<file path="src/rtl/maze_pkg.sv">
// Shared maze-walker types: neighbour direction encoding and picker FSM states.
package maze_pkg;

    typedef logic [1:0] dir_t;

    localparam dir_t DIR_NORTH = 2'd0;
    localparam dir_t DIR_EAST  = 2'd1;
    localparam dir_t DIR_SOUTH = 2'd2;
    localparam dir_t DIR_WEST  = 2'd3;

    typedef enum logic [1:0] {
        ST_IDLE   = 2'd0,
        ST_SAMPLE = 2'd1,
        ST_DONE   = 2'd2
    } state_t;

endpackage

</file>
<file path="src/rtl/direction_priority_encoder.sv">
// Lowest-index set bit of a 4-bit neighbour mask (North wins), plus an any-set flag.
module direction_priority_encoder
    import maze_pkg::*;
(
    input  logic [3:0] mask,
    output dir_t       direction,
    output logic       any_set
);

    always_comb begin
        direction = DIR_NORTH;
        any_set   = |mask;
        if (mask[0]) begin
            direction = DIR_NORTH;
        end else if (mask[1]) begin
            direction = DIR_EAST;
        end else if (mask[2]) begin
            direction = DIR_SOUTH;
        end else if (mask[3]) begin
            direction = DIR_WEST;
        end
    end

endmodule

</file>
<file path="src/rtl/random_neighbour_picker.sv">
// Picks a random unvisited neighbour by rejection sampling an external LFSR word,
// falling back to the lowest-index unvisited neighbour after MAX_TRIES rejects.
module random_neighbour_picker
    import maze_pkg::*;
#(
    parameter int MAX_TRIES = 8
) (
    input  logic        clock,
    input  logic        reset,
    input  logic [10:0] lfsr_value,
    input  logic        request,
    input  logic [3:0]  unvisited_mask,
    input  logic        ack,
    output logic        ready,
    output logic        valid,
    output dir_t        direction,
    output logic        dead_end,
    output logic        fallback,
    output state_t      state_dbg
);

    // Handshake: a request is taken on an edge where ready=1 (IDLE); the result is
    // presented while valid=1 (DONE) and released on an edge where ack=1.
    // Requests outside IDLE and acks outside DONE are dropped, never queued.

    if (MAX_TRIES < 1 || MAX_TRIES > 15) begin : g_bad_max_tries
        $error("random_neighbour_picker: MAX_TRIES must be in 1..15");
    end

    localparam logic [3:0] MAX_TRIES_L = 4'(MAX_TRIES);

    state_t     state_q, state_d;
    logic [3:0] mask_q, mask_d;
    logic [3:0] tries_q, tries_d;
    dir_t       dir_q, dir_d;
    logic       dead_end_q, dead_end_d;
    logic       fallback_q, fallback_d;

    logic [3:0] enc_mask;
    dir_t       enc_dir;
    logic       enc_any;
    dir_t       candidate;
    logic [3:0] tries_inc;

    // One encoder serves both decisions: the live mask in IDLE (dead-end test)
    // and the latched mask in SAMPLE (fallback direction).
    assign enc_mask  = (state_q == ST_IDLE) ? unvisited_mask : mask_q;
    assign candidate = lfsr_value[1:0] ^ lfsr_value[10:9];
    assign tries_inc = tries_q + 4'd1;

    direction_priority_encoder u_enc (
        .mask      (enc_mask),
        .direction (enc_dir),
        .any_set   (enc_any)
    );

    always_comb begin
        state_d    = state_q;
        mask_d     = mask_q;
        tries_d    = tries_q;
        dir_d      = dir_q;
        dead_end_d = dead_end_q;
        fallback_d = fallback_q;
        case (state_q)
            ST_IDLE: begin
                if (request) begin
                    mask_d     = unvisited_mask;
                    tries_d    = 4'd0;
                    dir_d      = DIR_NORTH;
                    fallback_d = 1'b0;
                    dead_end_d = !enc_any;
                    state_d    = enc_any ? ST_SAMPLE : ST_DONE;
                end
            end
            ST_SAMPLE: begin
                if (mask_q[candidate]) begin
                    dir_d      = candidate;
                    fallback_d = 1'b0;
                    state_d    = ST_DONE;
                end else begin
                    // Counter stops at MAX_TRIES (<= 15), so it cannot wrap.
                    tries_d = tries_inc;
                    if (tries_inc == MAX_TRIES_L) begin
                        dir_d      = enc_dir;
                        fallback_d = 1'b1;
                        state_d    = ST_DONE;
                    end
                end
            end
            ST_DONE: begin
                if (ack) begin
                    state_d = ST_IDLE;
                end
            end
            default: begin
                state_d = ST_IDLE;
            end
        endcase
    end

    always_ff @(posedge clock or posedge reset) begin
        if (reset) begin
            state_q    <= ST_IDLE;
            mask_q     <= 4'd0;
            tries_q    <= 4'd0;
            dir_q      <= DIR_NORTH;
            dead_end_q <= 1'b0;
            fallback_q <= 1'b0;
        end else begin
            state_q    <= state_d;
            mask_q     <= mask_d;
            tries_q    <= tries_d;
            dir_q      <= dir_d;
            dead_end_q <= dead_end_d;
            fallback_q <= fallback_d;
        end
    end

    assign ready     = (state_q == ST_IDLE);
    assign valid     = (state_q == ST_DONE);
    assign direction = dir_q;
    assign dead_end  = dead_end_q;
    assign fallback  = fallback_q;
    assign state_dbg = state_q;

endmodule

</file>
<file path="config.mk">
export PLATFORM = sky130hd
export DESIGN_NAME = random_neighbour_picker
export DESIGN_NICKNAME = d
export VERILOG_FILES = /design/src/rtl/maze_pkg.sv /design/src/rtl/direction_priority_encoder.sv /design/src/rtl/random_neighbour_picker.sv
export SDC_FILE = /design/constraint.sdc
export NUM_CORES = 1
export LEC_CHECK = 0
export CORE_UTILIZATION = 40
export CTS_CLUSTER_DIAMETER = 120
export DETAILED_ROUTE_END_ITERATION = 10
export GPL_ROUTABILITY_DRIVEN = 0
export PLACE_DENSITY = 0.73
export SLEW_MARGIN = 20
export SYNTH_ARGS = -nofsm -noshare
export SYNTH_HDL_FRONTEND = slang
export SYNTH_HIERARCHICAL = 1
export SYNTH_SLANG_ARGS = --single-unit
</file>
<file path="constraint.sdc">
create_clock -name clock -period 2.2 [get_ports clock]
set_input_delay 0.33 -clock clock [delete_from_list [all_inputs] [get_ports clock]]
set_output_delay 0.33 -clock clock [all_outputs]
set_load 0.005 [all_outputs]
</file>
-- Word-level counts from Yosys, hierarchy flattened
Cells that the tools add are included.
- input port bits: 19
- output and inout bits: 8
- logic and storage cells: 48
- flip-flop bits (word level): 14
- muxes and demuxes: 24
- $add $sub $neg: 1
- bitwise logic cells: 1
- equality and inequality tests: 7
- reduce and logical (&&, ||, !) cells: 8
- $lt $le $gt $ge: 1
- operators with widths (kind ; number):
    2-bit two-way mux ; 12
    4-bit two-way mux ; 3
    3-bit AND reduction ; 3
    4-bit one-hot mux with 2 select lines ; 1
    2-bit != test, second input constant ; 3
    2-bit one-hot mux with 3 select lines ; 1
    4-bit by 1-bit adder with 4-bit output, second input constant ; 1
    4-bit == test, second input constant ; 1
    1-bit two-way mux ; 4
    2-bit one-hot mux with 2 select lines ; 1
    4-bit OR reduction ; 1
    2-bit by 3-bit less-than comparator with 1-bit output, second input constant ; 1
    3-bit != test, second input constant ; 1
    1-bit binary-select mux with 2-bit select ; 1
    2-bit by 1-bit == test with 1-bit output, second input constant ; 1
    2-bit == test, second input constant ; 1
    2-bit logical NOT ; 1
    1-bit one-hot mux with 2 select lines ; 1
    2-bit AND reduction ; 1
    2-bit nonzero test ; 1
    2-bit XOR ; 1
    1-bit logical NOT ; 1

-- Depth between registers and ports, before layout
- depth in word-level cells: 9
- mapped depth: 8
- mapped depth without buffers: 7

-- Hierarchy
The synthesis kept the hierarchy.
- by module, submodules not included (module ; area an instance (um2) ; seq. area each (um2) ; instances ; cells each):
    random_neighbour_picker ; 810.8 ; 350.3 ; 1 ; 78
    direction_priority_encoder ; 35.0 ; 0.0 ; 1 ; 7

-- Worst setup path before layout
No wires, ideal clock.
- path type: input-to-reg
- start point: input lfsr_value[9]
- end point: register tries_q[3]
- arrival: 1911 ps
- required time: 2113 ps
- cell stages on the path: 5
- buffers on the path: 0
- path slack: 202 ps
- setup time: 87 ps
- cell sequence: xor2_1 mux4_2 or2_4 or3_1 o211ai_1
- cells in the longest elaborated chain, start to end: 5
- RTL lines (item ; line ; RTL):
    from (decl) ; random_neighbour_picker.sv:10 ; input logic [10:0] lfsr_value,
    2-bit XOR ; random_neighbour_picker.sv:48 ; assign candidate = lfsr_value[1:0] ^ lfsr_value[10:9];
    1-bit binary-select mux with 2-bit select ; random_neighbour_picker.sv:76 ; if (mask_q[candidate]) begin
    1-bit two-way mux (implied by the code) ; random_neighbour_picker.sv:76 ;
    2-bit != test (no line) ; -- ;
    3-bit AND reduction (no line) ; -- ;
    to (signal assigned) ; random_neighbour_picker.sv:112 ; tries_q <= tries_d;
    to (decl) ; random_neighbour_picker.sv:34 ; logic [3:0] tries_q, tries_d;
No other way between the ends. The select of a mux whose other input is x is not followed.
A chain may end at the register's enable or synchronous reset.

-- Worst setup path after layout
Same ends and word-level chain as after synthesis.

==> summary.md <==
| Metric | Value |
|---|---|
| Status | complete, no violations |
| Power density cells | ~1200 nW/µm² |
| CTS clock-pin slew for the worst setup and hold paths | approximately 0.09 ns |
| Top cell type by total area after synthesis | dfrtp_1 |
| Final period utilization | 95.1% |
| Fillers | 180 |
| Vias in the first global route | between 600 and 700 |
| Fraction of registers with async set/reset | 100% |
| # clock sinks | 14 |
| Htree depth | 1 |
| Input/output buffers | 19 |
| Most frequently used flop master after synthesis | dfrtp_1 |
| Slew @ Worst Pin | about 0.55 ns |
| Setup_tns | 0 ns |
| Netlist cell types | 30 |
| Clock power frac | between 10% and 20% |
| Place WS | -0.204 ns |
| First-pass GRT wire length | about 2800 µm |
| Minimum clock period | about 2.1 ns |
| M3 GR Usage | 4.53% |
| Initial drt markers | 13 |
| Largest net degree at the start of global routing | 15 |
| # setup viols final | 0 |
| Met1 Use GR | between 20 and 25% |
| Yosys Warn Count | 6 |
| Worst setup skew after layout | around 0.002 ns |
| Cell Rows | 16 |
| DRC Markers | 0 |
| Synth area leaders | dfrtp_1 41%, mux2_2 12%, o21ai_0 4.1% |
| Met2 GRT Util | 31.6% |
| Sequential Power Share | between 30 and 40% |
| Share of layout cells above drive strength 1 | between 20 and 25% |
| Hold-fix buffers, CTS | 0 |
| Global route hottest layer | met2 |
| Crit start category | input port |
| Per-cell routed wire length | 12.6 µm |
| Syn nets | ~110 |
| Setup crit start | lfsr_value[9] |
| Gate power share | between 50% and 60% |
| Cells after Synth | 85 |
| Post-cts resize count | 0 |
| Via count | about 740 |
| Setup CP Type | input port to register |
| Core area | approximately 2000 µm² |
| Sequential share of the synthesized area | around two fifths |
| CTS Buffer Depth | 2 |
| DPL Wire Length | 1390 µm |
| Peak per-stage delay on the critical path | between 0.5 and 0.6 ns |
| Switching pwr | 478 µW |
| Ant diodes | 0 |
| DRT antenna net count | 0 |
| Post-DP Area | around 1100 µm² |
| CTS tree | yes |
| Top-count cell post-synth | dfrtp_1 |
| Gr usage total | 18.4% |
| Die Wd | about 48 µm |
| Number of synthesized flops with an enable pin | 0 |
| Count of final max-slew check failures | 0 |
| Fmax | approximately 0.48 GHz |
| Worst-path maximum fanout | 4 |
| Initial antenna violation count | 0 |
| Post-Syn Area | between 800 and 900 µm² |
| Clk Latency, worst-skew pair | 0.28 ns |
| GRT overflow | 0 |
| CP Capture Type | register |
| CTS buffer count | 3 |
| Maximum VDD drop | between 0.6 and 0.7 mV |
| Die height | 48.0 µm |
| Initial Util | ~43% |
| Final hold vios | 0 |
| Int Pwr | about 850 µW |
| Synth Register Bits | 14 |
| Vias/cell | between 5 and 6 |
| Final WL | between 1500 and 2000 µm |
| Final instance area | 1140 µm² |
| Arrival time worst endpoint | around 2.3 ns |
| R2R Path Start | state_dbg[1] |
| TritonRoute pass-1 iters | 3 |
| Leakage power | approximately 0.0005 µW |
| Max-cap violation count | 0 |
| # nets final | around 130 |
| Crit path cell chain | clkdlybuf4s50_1, xor2_1, mux4_2, or2_4, or3_1, o211ai_1 |
| CP max stage cell | mux4_2 |
| Setup WS post-layout | around 0.11 ns |
| CTS root buffer | clkbuf_4 |
| Worst min-delay path class | input port to asynchronous set/reset pin |
| Area delta synth->final | 34.8% |
| Unrepaired setup endpoints after global routing | no |
| Slew HR | roughly 64% |
| Die area | roughly 2300 µm² |
| Critical path required time | roughly 2.4 ns |
| Top cells by count, synth | 14 x dfrtp_1, 9 x mux2_2, 7 x nand2_1, 7 x o21ai_0, 6 x nor2_1 |
| Ports | 27 |
| Switching Share | between 30% and 40% |
| Post-Syn Area per Cell | between 9 and 10 µm² |
| Top cell type's share of synthesized area | 41.4% |
| Post-CTS Setup Bufs | 0 |
==> path summary, 6_finish.rpt <==
kind	depth (start not counted)	to	slack, ns
worst max-delay path	6	tries_q[3]	0.11
worst min-delay path	2	tries_q[0]	0.39
worst max register to register	7	direction[1]	0.25
worst min register to register	2	dead_end	0.50
max in group asynchronous	2	tries_q[3]	1.45
min in group clock	2	dead_end	0.50
==> power by group through the flow <==
stage / Sequential, µW / Combinational, µW / Clock (µW)
after global routing: 457 / 790 / 203
after CTS: 440 / 708 / 190
after floorplan: 428 / 440 / 0
after detailed placement: 447 / 703 / 0
after global placement: 441 / 693 / 0
final: 440 / 703 / 190
==> critical path: cells and delay by family <==
kind	cells	cell delay [ns]
mux	1	0.58
xor+xnor	1	0.22
buf+inv	1	0.48
simple gates	2	0.60
compound gates	1	0.09
==> cell usage in the layout (no fill, tap or decap), drive strengths merged, types with 2 or more instances in the layout <==
cell	n
clkdlybuf4s50	19
dfrtp	14
mux2	9
nand2	7
o21ai	7
nor2	6
buf	6
a21oi	6
inv	5
nand3	4
clkbuf	4
nand3b	2
xor2	2
mux2i	2
nand2b	2
a221o	2
nor2b	2
==> stage by stage <==
step	instances	hold slack (ns)	power, µW	util (%)
detailed placement	136	0.480	1150	55.7
global placement	136	0.480	1130	55.7
finish	140	0.390	1330	57.5
floorplan	85	0.219	868	-
global route	140	0.454	1450	57.5
CTS	140	0.415	1340	57.5
==> state kept, by name, indices dropped and copies added, names as in the netlist <==
name,count
fallback,1
direction,2
tries_q,4
mask_q,4
state_dbg,2
dead_end,1
==> kinds of logic (layout without fill, tap and decap cells) <==
group / Yosys count / after routing / share of synthesized area, %
compound gates: 21 / 21 / 16.1
xor+xnor: 2 / 2 / 2.07
fa+ha+maj: 1 / 1 / 1.48
buf+inv: 6 / 34 / 3.55
flops: 14 / 14 / 41.4
mux: 12 / 12 / 17.0
simple gates: 29 / 29 / 18.3
==> final cells by class <==
type | instances | area (µm²) | share of cell area, %
clock buffers | 4 | 36.3 | 3.18
well taps | 27 | 33.8 | 2.96
multi-input cells | 65 | 465 | 40.8
repair buffers | 25 | 235 | 20.6
flip-flops and latches | 14 | 350 | 30.7
inverters | 5 | 18.8 | 1.65
==> per-layer routing <==
metal	wire (µm)	vias to the layer above	share of wire, %
met4	22	0	1.3
met1	810	351	46
met2	868	15	49
met3	57	4	3.2
li1	-	365	-
met5	0	-	0
No activity file was read; power rests on OpenSTA's default activity.
